[config.mk]
export PLATFORM = sky130hd
export DESIGN_NAME = multicycle_control
export DESIGN_NICKNAME = d
export VERILOG_FILES = /design/src/rtl/mips_ctrl_pkg.sv /design/src/rtl/mem_wait_timer.sv /design/src/rtl/multicycle_control.sv
export SDC_FILE = /design/constraint.sdc
export NUM_CORES = 1
export LEC_CHECK = 0
export CAP_MARGIN = 20
export CORE_UTILIZATION = 33
export CTS_CLUSTER_SIZE = 16
export DETAILED_ROUTE_END_ITERATION = 10
export PLACE_DENSITY = 0.66
export SETUP_SLACK_MARGIN = 0.15
export SYNTH_ARGS = -nofsm -noshare
export SYNTH_HDL_FRONTEND = slang
export SYNTH_SLANG_ARGS = --single-unit
[constraint.sdc]
create_clock -name clk -period 2.5 [get_ports clk]
set_input_delay 0.75 -clock clk [delete_from_list [all_inputs] [get_ports clk]]
set_output_delay 0.75 -clock clk [all_outputs]
set_load 0.05 [all_outputs]
[src/rtl/mips_ctrl_pkg.sv]
// Shared encodings for the MIPS control path: opcodes, FSM states and datapath mux codes.
// Used by the multi-cycle controller, ALU control and single-cycle decoder.
package mips_ctrl_pkg;

  localparam logic [5:0] OP_RTYPE = 6'b000000;
  localparam logic [5:0] OP_LW    = 6'b100011;
  localparam logic [5:0] OP_SW    = 6'b101011;
  localparam logic [5:0] OP_BEQ   = 6'b000100;
  localparam logic [5:0] OP_J     = 6'b000010;

  localparam int unsigned StateW = 4;

  typedef enum logic [StateW-1:0] {
    StFetch  = 4'd0,
    StDecode = 4'd1,
    StMemAdr = 4'd2,
    StMemRd  = 4'd3,
    StMemWb  = 4'd4,
    StMemWr  = 4'd5,
    StExec   = 4'd6,
    StRwb    = 4'd7,
    StBranch = 4'd8,
    StJump   = 4'd9
  } state_e;

  localparam logic [1:0] AluOpAdd   = 2'b00;
  localparam logic [1:0] AluOpSub   = 2'b01;
  localparam logic [1:0] AluOpFunct = 2'b10;

  localparam logic [1:0] SrcBRt     = 2'b00;
  localparam logic [1:0] SrcBFour   = 2'b01;
  localparam logic [1:0] SrcBImm    = 2'b10;
  localparam logic [1:0] SrcBImmSh2 = 2'b11;

  localparam logic [1:0] PcSrcAlu    = 2'b00;
  localparam logic [1:0] PcSrcAluOut = 2'b01;
  localparam logic [1:0] PcSrcJump   = 2'b10;

  // States that stall on the memory handshake.
  function automatic logic is_mem_wait_state(state_e s);
    return (s == StFetch) || (s == StMemRd) || (s == StMemWr);
  endfunction

endpackage

[src/rtl/mem_wait_timer.sv]
// Counts stalled memory cycles; expire fires on the WAIT_LIMIT-th consecutive stalled cycle.
// WAIT_LIMIT = 0 disables expiry entirely.
module mem_wait_timer #(
  parameter int unsigned WAIT_LIMIT = 16
) (
  input  logic clk,
  input  logic rst_n,
  input  logic clear,
  input  logic count_en,
  output logic expire
);

  localparam int unsigned CntW = (WAIT_LIMIT > 0) ? $clog2(WAIT_LIMIT + 1) : 1;
  localparam logic [CntW-1:0] LastCnt = CntW'((WAIT_LIMIT > 0) ? WAIT_LIMIT - 1 : 0);
  localparam bit Enabled = (WAIT_LIMIT > 0);

  logic [CntW-1:0] cnt_q, cnt_d;

  always_comb begin
    cnt_d = cnt_q;
    if (clear) begin
      cnt_d = '0;
    end else if (count_en && Enabled) begin
      cnt_d = cnt_q + CntW'(1);
    end
  end

  always_ff @(posedge clk) begin
    if (!rst_n) begin
      cnt_q <= '0;
    end else begin
      cnt_q <= cnt_d;
    end
  end

  assign expire = Enabled && count_en && (cnt_q == LastCnt);

endmodule

[src/rtl/multicycle_control.sv]
// Main control FSM for the multi-cycle MIPS datapath: sequences fetch, decode, execute/memory
// and write-back, with a bounded wait on the memory ready handshake.
module multicycle_control
  import mips_ctrl_pkg::*;
#(
  parameter int unsigned WAIT_LIMIT = 16,
  parameter int unsigned STATE_W    = 4
) (
  input  logic               clk,
  input  logic               rst_n,
  input  logic [5:0]         opcode,
  input  logic               mem_ready,
  output logic               pcwrite,
  output logic               pcwritecond,
  output logic               iord,
  output logic               memread,
  output logic               memwrite,
  output logic               irwrite,
  output logic               memtoreg,
  output logic               regdst,
  output logic               regwrite,
  output logic               alusrca,
  output logic [1:0]         alusrcb,
  output logic [1:0]         aluop,
  output logic [1:0]         pcsource,
  output logic [STATE_W-1:0] state,
  output logic               instr_done,
  output logic               illegal_op,
  output logic               mem_timeout
);

  state_e state_q, state_d;
  logic   done_q, done_d;
  logic   timer_clear, timer_expire;

  mem_wait_timer #(
    .WAIT_LIMIT(WAIT_LIMIT)
  ) u_wait_timer (
    .clk     (clk),
    .rst_n   (rst_n),
    .clear   (timer_clear),
    .count_en(is_mem_wait_state(state_q) && !mem_ready),
    .expire  (timer_expire)
  );

  assign mem_timeout = timer_expire;
  assign timer_clear = (state_d != state_q) || timer_expire;

  // Next-state; a timeout always abandons the instruction back to FETCH.
  always_comb begin
    state_d    = state_q;
    done_d     = 1'b0;
    illegal_op = 1'b0;
    unique case (state_q)
      StFetch: begin
        if (mem_ready) state_d = StDecode;
        else if (timer_expire) state_d = StFetch;
      end
      StDecode: begin
        case (opcode)
          OP_LW, OP_SW: state_d = StMemAdr;
          OP_RTYPE:     state_d = StExec;
          OP_BEQ:       state_d = StBranch;
          OP_J:         state_d = StJump;
          default: begin
            state_d    = StFetch;
            illegal_op = 1'b1;
          end
        endcase
      end
      StMemAdr: begin
        if (opcode == OP_LW) state_d = StMemRd;
        else if (opcode == OP_SW) state_d = StMemWr;
        else state_d = StFetch;
      end
      StMemRd: begin
        if (mem_ready) state_d = StMemWb;
        else if (timer_expire) state_d = StFetch;
      end
      StMemWr: begin
        if (mem_ready) begin
          state_d = StFetch;
          done_d  = 1'b1;
        end else if (timer_expire) begin
          state_d = StFetch;
        end
      end
      StExec: state_d = StRwb;
      StMemWb, StRwb, StBranch, StJump: begin
        state_d = StFetch;
        done_d  = 1'b1;
      end
      default: state_d = StFetch;
    endcase
  end

  always_comb begin
    pcwrite     = 1'b0;
    pcwritecond = 1'b0;
    iord        = 1'b0;
    memread     = 1'b0;
    memwrite    = 1'b0;
    irwrite     = 1'b0;
    memtoreg    = 1'b0;
    regdst      = 1'b0;
    regwrite    = 1'b0;
    alusrca     = 1'b0;
    alusrcb     = SrcBRt;
    aluop       = AluOpAdd;
    pcsource    = PcSrcAlu;
    unique case (state_q)
      StFetch: begin
        memread = 1'b1;
        alusrcb = SrcBFour;
        irwrite = mem_ready;
        pcwrite = mem_ready;
      end
      StDecode: alusrcb = SrcBImmSh2;
      StMemAdr: begin
        alusrca = 1'b1;
        alusrcb = SrcBImm;
      end
      StMemRd: begin
        memread = 1'b1;
        iord    = 1'b1;
      end
      StMemWb: begin
        regwrite = 1'b1;
        memtoreg = 1'b1;
      end
      StMemWr: begin
        memwrite = 1'b1;
        iord     = 1'b1;
      end
      StExec: begin
        alusrca = 1'b1;
        aluop   = AluOpFunct;
      end
      StRwb: begin
        regwrite = 1'b1;
        regdst   = 1'b1;
      end
      StBranch: begin
        alusrca     = 1'b1;
        aluop       = AluOpSub;
        pcwritecond = 1'b1;
        pcsource    = PcSrcAluOut;
      end
      StJump: begin
        pcwrite  = 1'b1;
        pcsource = PcSrcJump;
      end
      default: ;
    endcase
  end

  always_ff @(posedge clk) begin
    if (!rst_n) begin
      state_q <= StFetch;
      done_q  <= 1'b0;
    end else begin
      state_q <= state_d;
      done_q  <= done_d;
    end
  end

  assign instr_done = done_q;
  assign state      = STATE_W'(state_q);

endmodule

## Word level (Yosys, flattened, before mapping)

Cells that the tools add are included.

| storage, ports and cells | value |
|---|---|
| register bits | 10 |
| output and inout port bits | 23 |
| word-level logic and storage cells | 61 |

| cells by class | value |
|---|---|
| add/sub/neg operators | 1 |
| eq/ne operators | 15 |
| mux-type cells | 25 |
| bitwise operators | 1 |
| reduce and logical (&&, ||, !) cells | 16 |

Operator list:

| operator | number |
|---|---|
| $pmux 4 s6 | 1 |
| $eq 4x3->1 const B | 4 |
| $mux 4 | 4 |
| $pmux 4 s4 | 1 |
| $eq 6x6->1 const B | 2 |
| $mux 1 | 12 |
| $reduce_or 2->1 | 5 |
| $eq 4x2->1 const B | 2 |
| $eq 4x4->1 const B | 2 |
| $pmux 2 s2 | 2 |
| $eq 6x2->1 const B | 1 |
| $eq 6x3->1 const B | 1 |
| $logic_not 6->1 | 1 |
| $mux 3 | 2 |
| $pmux 2 s3 | 1 |
| $add 5x1->5 const B | 1 |
| $eq 5x4->1 const B | 1 |
| $reduce_or 5->1 | 1 |
| $eq 4x1->1 const B | 1 |
| $logic_not 4->1 | 1 |
| $ne 4x4->1 | 1 |
| $pmux 1 s2 | 2 |
| $reduce_or 4->1 | 1 |
| $logic_or 1x1->1 | 3 |
| other kinds (4) | 5 |

## Longest topological paths before layout

| depth | value |
|---|---|
| depth after elaboration | 11 |
| mapped depth | 8 |

## Hierarchy

A second synthesis with hierarchy kept.

| second synthesis, totals | value |
|---|---|
| cells, all modules | 114 |
| area, all modules | 842.1 um^2 |

By module, submodules not included:

| module | instances | cells an instance | area an instance (um^2) | sequential area each (um^2) |
|---|---|---|---|---|
| multicycle_control | 1 | 89 | 596.8 | 100.1 |
| mem_wait_timer | 1 | 25 | 245.2 | 100.1 |

## Worst setup path before layout

No wires, ideal clock.

| timing | value |
|---|---|
| path kind | input port to output port |
| from | input port opcode[5] |
| to | output port illegal_op |
| arrival time | 2,791 ps |
| required time | 1,750 ps |
| path slack | -1,041 ps |
| stages on the path | 4 |
| path buffers | 1 |
| cell sequence | and3_1 > clkbuf_1 > o21ai_0 > nor4b_1 |

| between the ends | value |
|---|---|
| word-level cells in the longest chain between the ends | 4 |

RTL lines:

| element | RTL line | RTL |
|---|---|---|
| from (decl) | multicycle_control.sv:11 | `input logic [5:0] opcode,` |
| $eq 6x6->1, or another cell as far along | multicycle_control.sv:60 | `case (opcode)` |
| $reduce_or 5->1 (no source line) * | -- |  |
| $mux 1 * | multicycle_control.sv:60 |  |
| $mux 1 * | multicycle_control.sv:54 | `unique case (state_q)` |
| to (decl) | multicycle_control.sv:28 | `output logic illegal_op,` |

Every way passes the cells marked *; elsewhere a longest branch is shown, timed or not.

## Final worst setup path

| timing | value |
|---|---|
| from | input port opcode[1] |
| to | output port illegal_op |

Same word-level chain as after synthesis.

==> impl_metrics.env <==
export IMPL_die_area_mm2=0.00308
export IMPL_worstPathArrival_ns=1.66
export IMPL_skew_ns=0.00171
export IMPL_final_area_mm2=0.00175
export IMPL_required_ns=1.75
export IMPL_r2r_worst_path_cells=7
export IMPL_root_buffer="clkbuf_4"
export IMPL_worst_slew_pin_slew_ns=0.501
export IMPL_synth_edf_count=0
export IMPL_place_ws_ns=-0.335
export IMPL_coreArea_mm2=0.00273
export IMPL_clock_latency_ns=0.28
export IMPL_final_util_pct=64.0
export IMPL_fmax_ghz=0.415
export IMPL_cts_made_buffers=3
export IMPL_status="completed"
export IMPL_hold_path_cell_count=2
export IMPL_wire_per_inst_um=15.0
export IMPL_netSwitchingPower_uw=155
export IMPL_pwr_share_comb_pct=32.5
export IMPL_initial_utilization_pct=34.6
export IMPL_cp_depth=6
export IMPL_grt_max_degree=19
export IMPL_crit_fanout=4
export IMPL_synth_seq_cells=10
export IMPL_area_delta_synth_final_pct=85.2
export IMPL_crit_type="in -> out"
export IMPL_gr_total_overflow=0
export IMPL_nets=184
export IMPL_clockBufferDepth=2
export IMPL_p_sw_share_pct=32.5
export IMPL_drive_gt1_share_pct=51.7
export IMPL_placement_io_buffers=31
export IMPL_timing_hold_violations_final=0
export IMPL_seq_power_share_pct=34.1
export IMPL_p_clk_share_pct=33.4
export IMPL_hpwl_um=2220
export IMPL_async_reset_ff_share_pct=0
export IMPL_drt_wl_total_um=3040
export IMPL_first_pass_iters=4
export IMPL_path_clk_slew_ns=0.07
export IMPL_postPlaceCellArea_mm2=0.00161
export IMPL_setup_viol=0
export IMPL_drc_errors=0
export IMPL_power_internal_uw=323
export IMPL_htreeDepth=1
export IMPL_cts_tree="yes"
export IMPL_cap_viol_max_count=0
export IMPL_clock_sinks=10
export IMPL_boundaryPins=32
export IMPL_yosys_most_used_dff="dfxtp_1"
export IMPL_power_uw=479
export IMPL_drt_initial_drc_count=15
export IMPL_gp_congestion=0.903
export IMPL_ir_worst_vdd_v=0.000227
export IMPL_critPathTopFamily="buffers and inverters"
export IMPL_dieWidth_um=55.5
export IMPL_via_per_inst=5.65
export IMPL_crit_slowest_cell="nor4b_4"
export IMPL_hold_path_class="reg -> reg"
export IMPL_layout_setup_ws_ns=0.0894
export IMPL_crit_path_start_kind="input port"
export IMPL_critical_path_cell_chain="buf_8 > xnor2_4 > nor3b_2 > buf_4 > nor4b_4 > buf_6"
export IMPL_path_buf_inv=3
export IMPL_grt_first_pass_wirelength_um=4950
export IMPL_die_height_um=55.5
export IMPL_netlist_area_um2=945
export IMPL_rows=19
export IMPL_syn_num_nets=135
export IMPL_ant_nets=0
export IMPL_leakage_nw=0.725
export IMPL_via_count=1146
export IMPL_synth_yosys_seq_area_share_pct=21.2
export IMPL_num_antenna_cells=0
export IMPL_grt_pass1_vias=1148
export IMPL_cpPeakStageDelay_ns=0.25
export IMPL_synth_cells=124
export IMPL_powerDensity_mw_per_mm2=274
export IMPL_layout_min_cycle_time_ns=2.41
export IMPL_drv_slew=0
export IMPL_avgSynthCellArea_um2=7.62
export IMPL_ys_warn_count=0
export IMPL_globalRouteTotalUtil_pct=19.8
export IMPL_post_route_period_util_pct=96.4
export IMPL_max_slew_margin_pct=66.5
export IMPL_antenna_found_initial=0
export IMPL_rsz0062_at_grt="yes"
export IMPL_ys_types=47
export IMPL_cp_end_kind="output port"
## cells in the final DEF (no fill, tap or decap), types with 3 or more instances in the layout
master,count
dfxtp_4,4
nand4_1,4
and3_1,4
nand3_1,5
nand2_1,4
clkdlybuf4s50_1,4
nor4b_2,4
dfxtp_1,4
buf_12,15
o21ai_0,3
xor2_1,3
nor3_2,3
nor2_1,14
inv_1,5
nor2_2,4
clkbuf_4,4
nand2b_1,3
buf_4,25
## worst register-to-register path: stages (launching register included)
cell and delay, ns:
dfxtp_2 0.34, ha_1 0.20, and3_1 0.18, ha_2 0.20
or2_2 0.31, o311ai_1 0.32, nand4_1 0.26, a21oi_1 0.18
## path summary, 6_finish.rpt
kind | slack (ns) | end | from
worst max-delay path | 0.09 | illegal_op | opcode[1]
worst max register to register | 0.43 | u_wait_timer.cnt_q[3]$_SDFFE_PP0P_ | u_wait_timer.cnt_q[0]$_SDFFE_PP0P_
worst min-delay path | 0.52 | u_wait_timer.cnt_q[3]$_SDFFE_PP0P_ | u_wait_timer.cnt_q[3]$_SDFFE_PP0P_
worst min register to register | 0.52 | u_wait_timer.cnt_q[3]$_SDFFE_PP0P_ | u_wait_timer.cnt_q[3]$_SDFFE_PP0P_
## cell type report
class                           count  area, um2
Multi-Input combinational cell    101        816
Inverter                            5       18.8
Timing Repair Buffer               52        622
Fill cell                         235        985
Clock buffer                        4       36.3
Sequential cell                    10        218
Tap cell                           31       38.8
## registers in the layout, summed over array words and instances, names as in the netlist
name and count:
u_wait_timer.cnt_q 5, instr_done 1, state 4
## repair_timing
action	CTS	global route
hold buffers	0	0
buffers inserted	0	4
setup endpoints to repair	7	7
pin swaps	3	3
gates resized for setup	38	12
## Yosys cell counts, drive strengths merged (2+ instances only)
| master | instances | area (um2) |
|---|---|---|
| nor3 | 5 | 25.0 |
| buf | 4 | 35.0 |
| nor2 | 19 | 71.3 |
| and3 | 6 | 37.5 |
| nand2b | 4 | 25.0 |
| a32oi | 2 | 17.5 |
| and2b | 3 | 25.0 |
| nand4 | 4 | 25.0 |
| or2 | 4 | 25.0 |
| nor4b | 5 | 68.8 |
| xor2 | 3 | 26.3 |
| ha | 2 | 25.0 |
| inv | 5 | 18.8 |
| clkbuf | 4 | 15.0 |
| nand2 | 6 | 25.0 |
| a21oi | 3 | 15.0 |
| nor4 | 3 | 25.0 |
| xnor2 | 2 | 17.5 |
| nand3 | 5 | 25.0 |
| mux2i | 2 | 23.8 |
| o21ai | 5 | 25.0 |
| o21a | 2 | 15.0 |
| dfxtp | 10 | 200 |
## layer usage
metal	routed length (um)	track usage, %	share of wire [%]
met4	55	8.57	1.8
met5	0	0	0
met3	164	3.04	5.4
met2	1570	34.9	52
met1	1240	23.7	41
## power by group through the flow
stage	registers, mW	logic [mW]	clock network (mW)
floorplan	0.170	0.0748	0
detailed placement	0.168	0.145	0
global route	0.164	0.165	0.168
finish	0.163	0.156	0.160
CTS	0.164	0.148	0.158
global placement	0.168	0.143	0
## kinds of logic after synthesis
logic type | Yosys count | synth area share (%)
and+or+nand+nor | 69 | 44.1
AOI/OAI and AO/OA | 22 | 16.4
buffers and inverters | 13 | 7.28
DFF | 10 | 21.2
xor gates and xnor gates | 5 | 4.64
muxes | 3 | 3.71
adders and majority gates | 2 | 2.65
## metrics by stage
stage / hold slack [ns] / setup TNS (ns) / instances
floorplan: 0.454 / -0.0450 / 124
global placement: 0.466 / -1.09 / 195
detailed placement: 0.505 / -1.34 / 195
CTS: 0.517 / 0 / 199
global route: 0.554 / 0 / 203
finish: 0.524 / 0 / 203
Note: power is estimated with default switching activity, not from simulation.
